[src/rtl/voice_allocator_pkg.sv]
// Shared audio package for the voice allocator slice.
// Holds the allocator state and action enums, the default event field width,
// and the default gate-low hold time derived from the system and sample clocks.
package voice_allocator_pkg;

  localparam int unsigned NOTE_W_DEF      = 7;
  localparam int unsigned NVOICES_DEF     = 4;
  localparam int unsigned SYS_CLK_FREQ    = 32_000_000;
  localparam int unsigned SAMPLE_CLK_FREQ = 31_250;
  // One full sample period, so the envelope always sees the gate low.
  localparam int unsigned RETRIG_CYCLES_DEF = SYS_CLK_FREQ / SAMPLE_CLK_FREQ;

  typedef enum logic [1:0] {
    IDLE,
    SCAN,
    APPLY,
    RETRIG
  } state_t;

  // Action chosen in APPLY once the scan has gathered its candidates.
  typedef enum logic [2:0] {
    K_NONE,
    K_OFF,
    K_ALLOC,
    K_RETRIG,
    K_STEAL
  } kind_t;

endpackage

[src/rtl/voice_allocator_if.sv]
// Note event handshake between the MIDI/register front end and the allocator.
//   ev_valid : event present (master -> slave)
//   ev_ready : allocator can accept an event (slave -> master)
//   ev_on    : 1 = note-on, 0 = note-off
//   ev_note  : note number
interface voice_allocator_if #(
  parameter int unsigned NOTE_W = voice_allocator_pkg::NOTE_W_DEF
);
  logic              ev_valid;
  logic              ev_ready;
  logic              ev_on;
  logic [NOTE_W-1:0] ev_note;

  modport master (output ev_valid, output ev_on, output ev_note, input ev_ready);
  modport slave  (input ev_valid, input ev_on, input ev_note, output ev_ready);
endinterface

[src/rtl/voice_allocator_lru.sv]
// voice_lru: least-recently-used rank file for the voice allocator.
// rank[v] = 0 is the most recently allocated voice, NVOICES-1 the oldest.
//   clk, rst   : clock, async active-high reset (rank[v] = v)
//   touch      : mark touch_idx as most recent this cycle
//   touch_idx  : voice being allocated
//   rd_idx     : voice whose rank is read
//   rd_rank    : combinational rank of rd_idx
module voice_lru import voice_allocator_pkg::*; #(
  parameter int unsigned NVOICES = NVOICES_DEF,
  parameter int unsigned IW      = $clog2(NVOICES)
) (
  input  logic          clk,
  input  logic          rst,
  input  logic          touch,
  input  logic [IW-1:0] touch_idx,
  input  logic [IW-1:0] rd_idx,
  output logic [IW-1:0] rd_rank
);

  logic [IW-1:0] rank [NVOICES];

  assign rd_rank = rank[rd_idx];

  // Voices younger than the touched one age by one; the permutation is kept.
  always_ff @(posedge clk or posedge rst) begin
    if (rst) begin
      for (int unsigned v = 0; v < NVOICES; v++) rank[v] <= IW'(v);
    end else if (touch) begin
      for (int unsigned v = 0; v < NVOICES; v++) begin
        if (IW'(v) == touch_idx)
          rank[v] <= '0;
        else if (rank[v] < rank[touch_idx])
          rank[v] <= rank[v] + 1'b1;
      end
    end
  end

endmodule

[src/rtl/voice_allocator.sv]
// voice_allocator: polyphonic voice allocator feeding NVOICES envelope generators.
// Note-on priority: retrigger same note, free voice, releasing voice, LRU steal.
//   clk, rst     : clock, async active-high reset
//   ev           : note event handshake (slave side)
//   voice_active : per-voice envelope volume != 0, used as sampled during scan
//   gate         : per-voice envelope gate
//   voice_note   : per-voice note, voice v at [v*NOTE_W +: NOTE_W]
//   steal        : one-cycle pulse when a gated voice is stolen
module voice_allocator import voice_allocator_pkg::*; #(
  parameter int unsigned NVOICES       = NVOICES_DEF,
  parameter int unsigned NOTE_W        = NOTE_W_DEF,
  parameter int unsigned RETRIG_CYCLES = RETRIG_CYCLES_DEF
) (
  input  logic                      clk,
  input  logic                      rst,
  voice_allocator_if.slave          ev,
  input  logic [NVOICES-1:0]        voice_active,
  output logic [NVOICES-1:0]        gate,
  output logic [NVOICES*NOTE_W-1:0] voice_note,
  output logic                      steal
);

  localparam int unsigned IW = $clog2(NVOICES);
  localparam int unsigned CW = $clog2(RETRIG_CYCLES + 1);
  localparam logic [IW-1:0] LAST  = IW'(NVOICES - 1);
  localparam logic [CW-1:0] CLAST = CW'(RETRIG_CYCLES - 1);

  state_t state, state_nx;
  kind_t  kind;

  logic [NVOICES-1:0][NOTE_W-1:0] notes;
  logic [IW-1:0]     idx, sel_v, tgt;
  logic [CW-1:0]     cnt;
  logic              on_q;
  logic [NOTE_W-1:0] note_q;
  logic              match_ok, free_ok, rel_ok;
  logic [IW-1:0]     match_idx, free_idx, rel_idx, rel_rank, old_idx, old_rank;
  logic [IW-1:0]     rd_rank;
  logic              touch;

  assign voice_note  = notes;
  assign ev.ev_ready = (state == IDLE);

  voice_lru #(.NVOICES(NVOICES), .IW(IW)) u_lru (
    .clk       (clk),
    .rst       (rst),
    .touch     (touch),
    .touch_idx (sel_v),
    .rd_idx    (idx),
    .rd_rank   (rd_rank)
  );

  always_comb begin
    kind  = K_NONE;
    sel_v = old_idx;
    if (!on_q) begin
      if (match_ok) begin
        kind  = K_OFF;
        sel_v = match_idx;
      end
    end else if (match_ok) begin
      kind  = K_RETRIG;
      sel_v = match_idx;
    end else if (free_ok) begin
      kind  = K_ALLOC;
      sel_v = free_idx;
    end else if (rel_ok) begin
      kind  = K_ALLOC;
      sel_v = rel_idx;
    end else begin
      kind  = K_STEAL;
    end
  end

  always_ff @(posedge clk or posedge rst) begin
    if (rst) state <= IDLE;
    else     state <= state_nx;
  end

  always_comb begin
    state_nx = state;
    touch    = 1'b0;
    case (state)
      // ev_ready is high throughout IDLE, so ev_valid alone is the handshake.
      IDLE:   if (ev.ev_valid) state_nx = SCAN;
      SCAN:   if (idx == LAST) state_nx = APPLY;
      APPLY: begin
        touch    = on_q;
        state_nx = (kind == K_RETRIG || kind == K_STEAL) ? RETRIG : IDLE;
      end
      RETRIG: if (cnt == CLAST) state_nx = IDLE;
      default: state_nx = IDLE;
    endcase
  end

  always_ff @(posedge clk or posedge rst) begin
    if (rst) begin
      gate      <= '0;
      notes     <= '0;
      steal     <= 1'b0;
      idx       <= '0;
      tgt       <= '0;
      cnt       <= '0;
      on_q      <= 1'b0;
      note_q    <= '0;
      match_ok  <= 1'b0;
      free_ok   <= 1'b0;
      rel_ok    <= 1'b0;
      match_idx <= '0;
      free_idx  <= '0;
      rel_idx   <= '0;
      rel_rank  <= '0;
      old_idx   <= '0;
      old_rank  <= '0;
    end else begin
      steal <= 1'b0;
      case (state)
        IDLE: if (ev.ev_valid) begin
          on_q     <= ev.ev_on;
          note_q   <= ev.ev_note;
          idx      <= '0;
          match_ok <= 1'b0;
          free_ok  <= 1'b0;
          rel_ok   <= 1'b0;
        end
        SCAN: begin
          idx <= idx + 1'b1;
          if (gate[idx] && notes[idx] == note_q) begin
            match_ok  <= 1'b1;
            match_idx <= idx;
          end
          if (!gate[idx] && !voice_active[idx] && !free_ok) begin
            free_ok  <= 1'b1;
            free_idx <= idx;
          end
          if (!gate[idx] && voice_active[idx] && (!rel_ok || rd_rank > rel_rank)) begin
            rel_ok   <= 1'b1;
            rel_idx  <= idx;
            rel_rank <= rd_rank;
          end
          if (idx == '0 || rd_rank > old_rank) begin
            old_idx  <= idx;
            old_rank <= rd_rank;
          end
        end
        APPLY: begin
          cnt <= '0;
          tgt <= sel_v;
          case (kind)
            K_OFF, K_RETRIG: gate[sel_v] <= 1'b0;
            K_ALLOC: begin
              gate[sel_v]  <= 1'b1;
              notes[sel_v] <= note_q;
            end
            K_STEAL: begin
              gate[sel_v]  <= 1'b0;
              notes[sel_v] <= note_q;
              steal        <= 1'b1;
            end
            default: ;
          endcase
        end
        RETRIG: begin
          cnt <= cnt + 1'b1;
          if (cnt == CLAST) gate[tgt] <= 1'b1;
        end
        default: ;
      endcase
    end
  end

endmodule

[src/flat_wrapper.sv]
// flat-port wrapper written by rule: the top's interface ports become plain ports
module voice_allocator_flat import voice_allocator_pkg::*;
#(
  parameter int unsigned NVOICES       = NVOICES_DEF,
  parameter int unsigned NOTE_W        = NOTE_W_DEF,
  parameter int unsigned RETRIG_CYCLES = RETRIG_CYCLES_DEF
)
  (clk, rst, voice_active, gate, voice_note, steal, ev_ev_valid, ev_ev_on, ev_ev_note, ev_ev_ready);
  voice_allocator_if #(.NOTE_W(NOTE_W)) ev_i ();
  input  logic clk;
  input  logic rst;
  input  logic [NVOICES-1:0] voice_active;
  output logic [NVOICES-1:0] gate;
  output logic [NVOICES*NOTE_W-1:0] voice_note;
  output logic steal;
  input wire logic [$bits(ev_i.ev_valid)-1:0] ev_ev_valid;
  input wire logic [$bits(ev_i.ev_on)-1:0] ev_ev_on;
  input wire logic [$bits(ev_i.ev_note)-1:0] ev_ev_note;
  output wire logic [$bits(ev_i.ev_ready)-1:0] ev_ev_ready;
  assign ev_i.ev_valid = ev_ev_valid;
  assign ev_i.ev_on = ev_ev_on;
  assign ev_i.ev_note = ev_ev_note;
  assign ev_ev_ready = ev_i.ev_ready;
  voice_allocator #(.NVOICES(NVOICES), .NOTE_W(NOTE_W), .RETRIG_CYCLES(RETRIG_CYCLES)) u_core (.clk(clk), .rst(rst), .ev(ev_i), .voice_active(voice_active), .gate(gate), .voice_note(voice_note), .steal(steal));
endmodule
[config.mk]
export PLATFORM = sky130hd
export DESIGN_NAME = voice_allocator_flat
export DESIGN_NICKNAME = d
export VERILOG_FILES = /design/src/rtl/voice_allocator_pkg.sv /design/src/rtl/voice_allocator_if.sv /design/src/rtl/voice_allocator_lru.sv /design/src/rtl/voice_allocator.sv /design/src/flat_wrapper.sv
export SDC_FILE = /design/constraint.sdc
export NUM_CORES = 1
export LEC_CHECK = 0
export CAP_MARGIN = 10
export CORE_ASPECT_RATIO = 1.75
export CORE_MARGIN = 1
export CORE_UTILIZATION = 40
export CTS_CLUSTER_SIZE = 28
export DETAILED_ROUTE_END_ITERATION = 12
export MAX_ROUTING_LAYER = met4
export SETUP_SLACK_MARGIN = 0.4
export SLEW_MARGIN = 20
export SYNTH_ARGS = -nofsm -noshare
export SYNTH_HDL_FRONTEND = slang
export SYNTH_SLANG_ARGS = --single-unit
[constraint.sdc]
create_clock -name clk -period 3.4 [get_ports clk]
set_input_delay 1.02 -clock clk [delete_from_list [all_inputs] [get_ports clk]]
set_output_delay 1.02 -clock clk [all_outputs]
set_load 0.005 [all_outputs]
==> results.py <==
metrics = {
    "outcome": {
        "outcome": "finished, final reports clean",
    },
    "global_routing": {
        "antenna_found_initial": 0,
        "grt_pass1_vias": 3220,
        "grtUsageTotal_pct": 20.96,
        "grt_start_max_net_pins": 54,
        "grt_pass1_wl_mm": 16.60,
        "globalRouteOverflowTotal": 0,
    },
    "logic_synthesis": {
        "synth_edf_count": 0,
        "async_reset_ff_share_pct": 100.0,
        "syn_inst": 380,
        "synth_cell_types": 58,
        "syn_area_per_cell_um2": 11.08,
        "yosysWarnings": 0,
        "synth.ff_latch_count": 81,
        "dominantRegCellSynth": "dfrtp_1",
        "seq_area_frac_synth_pct": 48.25,
        "yosysTopAreaCellShare_pct": 45.75,
        "yosysTopAreaCell": "dfrtp_1",
        "synthTopCellsByArea": "dfrtp_1, mux2_2, mux4_2",
        "yosysMostFrequentCell": "dfrtp_1",
        "syn-num-nets": 402,
        "netlist_top_cells_count": "dfrtp_1, nand2_1, mux2_2",
        "synth_area_mm2": 0.004212,
    },
    "power": {
        "ir_drop_mv": 0.4769,
        "p_leak_nw": 2.257,
        "pwr_density_cell_mw_per_mm2": 932.5,
    },
    "layout": {
        "fill_cells": 936,
        "area_growth_pct": 22.22,
        "drive_gt1_share_pct": 21.79,
        "final_cell_count_no_fill": 563,
        "antenna_cells": 0,
        "final_nets": 453,
    },
    "cts": {
        "cts_tree": "built",
        "worst_skew_pair.late_latency_ns": 0.34,
        "cts_buffers": 9,
        "clk_pin_slew_worst_paths_ns": 0.06,
        "ctsResizeCount": 0,
        "cts_root_buffer": "clkbuf_16",
        "cts_setup_buffers": 0,
        "clk_path_buf_depth": 2,
        "clkSinkCount": 81,
        "cts_hold_buffers": 0,
        "cts_max_level": 3,
    },
    "die": {
        "die_area_mm2": 0.01096,
        "rows": 49,
        "die_w_um": 79.57,
        "die_y_um": 137.7,
        "ios": 49,
        "core_mm2": 0.01024,
        "start_util_pct": 41.13,
    },
    "routing": {
        "drcViolationCount": 0,
        "drtIter0Drc": 135,
        "ant_nets": 0,
        "wl_per_cell_um": 17.90,
        "via_per_inst": 5.448,
        "wl_mm": 10.08,
        "vias": 3067,
        "dr.pass1.iters": 4,
    },
    "worst_setup_path": {
        "cp_num_buf_inv": 2,
        "cpPeakStageDelay_ns": 0.54,
        "cpLargestDelayFamily": "buffers and inverters",
        "path_max_fanout": 11,
        "critPathRequiredTime_ns": 2.38,
        "start_kind": "flip-flop",
        "crit_type": "reg2out",
        "cp.arrival_ns": 1.76,
        "cp_slowest_cell": "clkdlybuf4s50_1",
        "endpoint_kind": "primary output",
        "path_cells": "buf_4 > nor2_1 > clkdlybuf4s50_1",
    },
    "timing": {
        "holdWs_ns": 0.5047,
        "fmax_mhz": 360.3,
        "rsz0062_at_grt": "no",
        "hold_viol_final": 0,
        "final.setup.worst_slack_ns": 0.6243,
        "worstMarginPinSlew_ns": 0.8193,
        "drv_slew": 0,
        "fin_worst_skew_ns": 0.007846,
        "setup_viol": 0,
        "fin_crit_ns": 2.776,
        "tns_ns": 0,
        "relSlewSlack_pct": 45.38,
        "period_share_pct": 81.64,
    },
    "run": {
        "drv_cap": 0,
    },
    "placed_design": {
        "gp_congestion": 0.9419,
        "pre_cts_ws_ns": 0.5951,
        "io_buffers": 48,
        "placed_cells": 547,
        "hpwl_mm": 7.474,
    },
    "hold_path": {
        "hold_class": "reg2reg",
    },
}
==> cell usage in the layout (no fill, tap or decap), types with 3 or more instances in the layout <==
cell type / Yosys / final
o22a_1: 4 / 4
clkdlybuf4s50_1: 0 / 48
buf_4: 1 / 9
a221oi_1: 5 / 5
and2_1: 3 / 3
o22ai_1: 6 / 6
nor2_1: 16 / 16
mux2_2: 36 / 36
mux2_4: 7 / 7
dfrtp_1: 77 / 77
a211oi_1: 4 / 4
a21o_1: 3 / 3
nand2_1: 51 / 51
a31oi_1: 5 / 5
xor2_1: 3 / 3
dfstp_2: 4 / 4
o21ai_0: 14 / 14
nor3_1: 5 / 5
clkbuf_16: 0 / 9
mux4_2: 11 / 11
inv_1: 26 / 25
nor2b_1: 3 / 3
a21oi_1: 14 / 14
nor2_2: 3 / 3
ha_1: 7 / 7
nand3_1: 11 / 11
xnor2_1: 7 / 7
==> final cells by class <==
| class | instances | area, um^2 | area share, % |
|---|---|---|---|
| Inverter | 26 | 101.3 | 1.969 |
| Sequential cell | 81 | 2032 | 39.47 |
| Timing Repair Buffer | 58 | 568.0 | 11.04 |
| Multi-Input combinational cell | 255 | 1988 | 38.62 |
| Clock buffer | 12 | 246.5 | 4.789 |
| Tap cell | 127 | 158.9 | 3.087 |
| Clock inverter | 4 | 52.55 | 1.021 |
==> kinds of logic (layout without fill, tap and decap cells) <==
family,count (synthesis),in the layout,synth area share (%)
xor gates and xnor gates,10,10,2.080
AOI/OAI and AO/OA,73,73,12.30
DFF,81,81,48.25
muxes,54,54,18.00
and+or+nand+nor,111,111,12.74
adders and majority gates,7,7,2.080
buffers and inverters,44,100,4.545
==> worst paths after layout <==
kind,start,to,slack (ns),cells past startpoint
worst max-delay path,u_core.state[0],ev_ev_ready,0.62,3
worst min-delay path,u_core.rel_idx[0],u_core.rel_idx[0],0.50,1
worst max register to register,u_core.idx[0],u_core.match_idx[0],0.65,6
worst min register to register,u_core.rel_idx[0],u_core.rel_idx[0],0.50,1
max in group asynchronous,rst,u_core.u_lru.rank[3],1.78,3
min in group asynchronous,rst,u_core.rel_idx[1],1.01,2
==> routing by layer <==
layer  GRT usage, %  vias up  part of all wire (%)
li1               -     1458                     -
met1          22.66     1521                    39
met5              -        -                     0
met3          3.113       21                   2.8
met2          36.99       67                    55
met4          10.10        0                   3.5
==> worst reg2reg max path, delay by kind of cell, from the launching register on <==
| kind | cells | cell delay [ns] |
|---|---|---|
| simple gates | 2 | 0.65 |
| xor+xnor | 1 | 0.18 |
| flops | 1 | 0.54 |
| mux | 2 | 0.95 |
| buf+inv | 1 | 0.33 |
==> through the flow <==
step | total power, mW | utilization [%] | cell area [um^2]
after floorplan | 3.039 | - | 4215
after global placement | 3.824 | 47.35 | 4848
after detailed placement | 3.864 | 47.35 | 4848
after CTS | 4.856 | 50.28 | 5147
after global routing | 5.144 | 50.28 | 5147
final | 4.800 | 50.28 | 5147
==> power breakdown <==
group | internal, mW | switching [mW] | total (mW)
Sequential | 1.34 | 0.426 | 1.77
Combinational | 1.09 | 0.974 | 2.06
Clock | 0.590 | 0.378 | 0.969
Total | 3.02 | 1.78 | 4.80
==> flip-flops by register name (all words and copies together) (netlist names), named ones only <==
name / flops
u_core.idx: 2
u_core.voice_note: 28
u_core.free_ok: 1
u_core.note_q: 7
u_core.on_q: 1
u_core.rel_ok: 1
u_core.match_ok: 1
u_core.tgt: 2
u_core.state: 2
u_core.u_lru.rank: 8
u_core.old_rank: 2
u_core.free_idx: 2
u_core.steal: 1
u_core.old_idx: 2
u_core.rel_idx: 2
u_core.rel_rank: 2
u_core.cnt: 11
u_core.match_idx: 2
No activity file was read; power rests on OpenSTA's default activity.
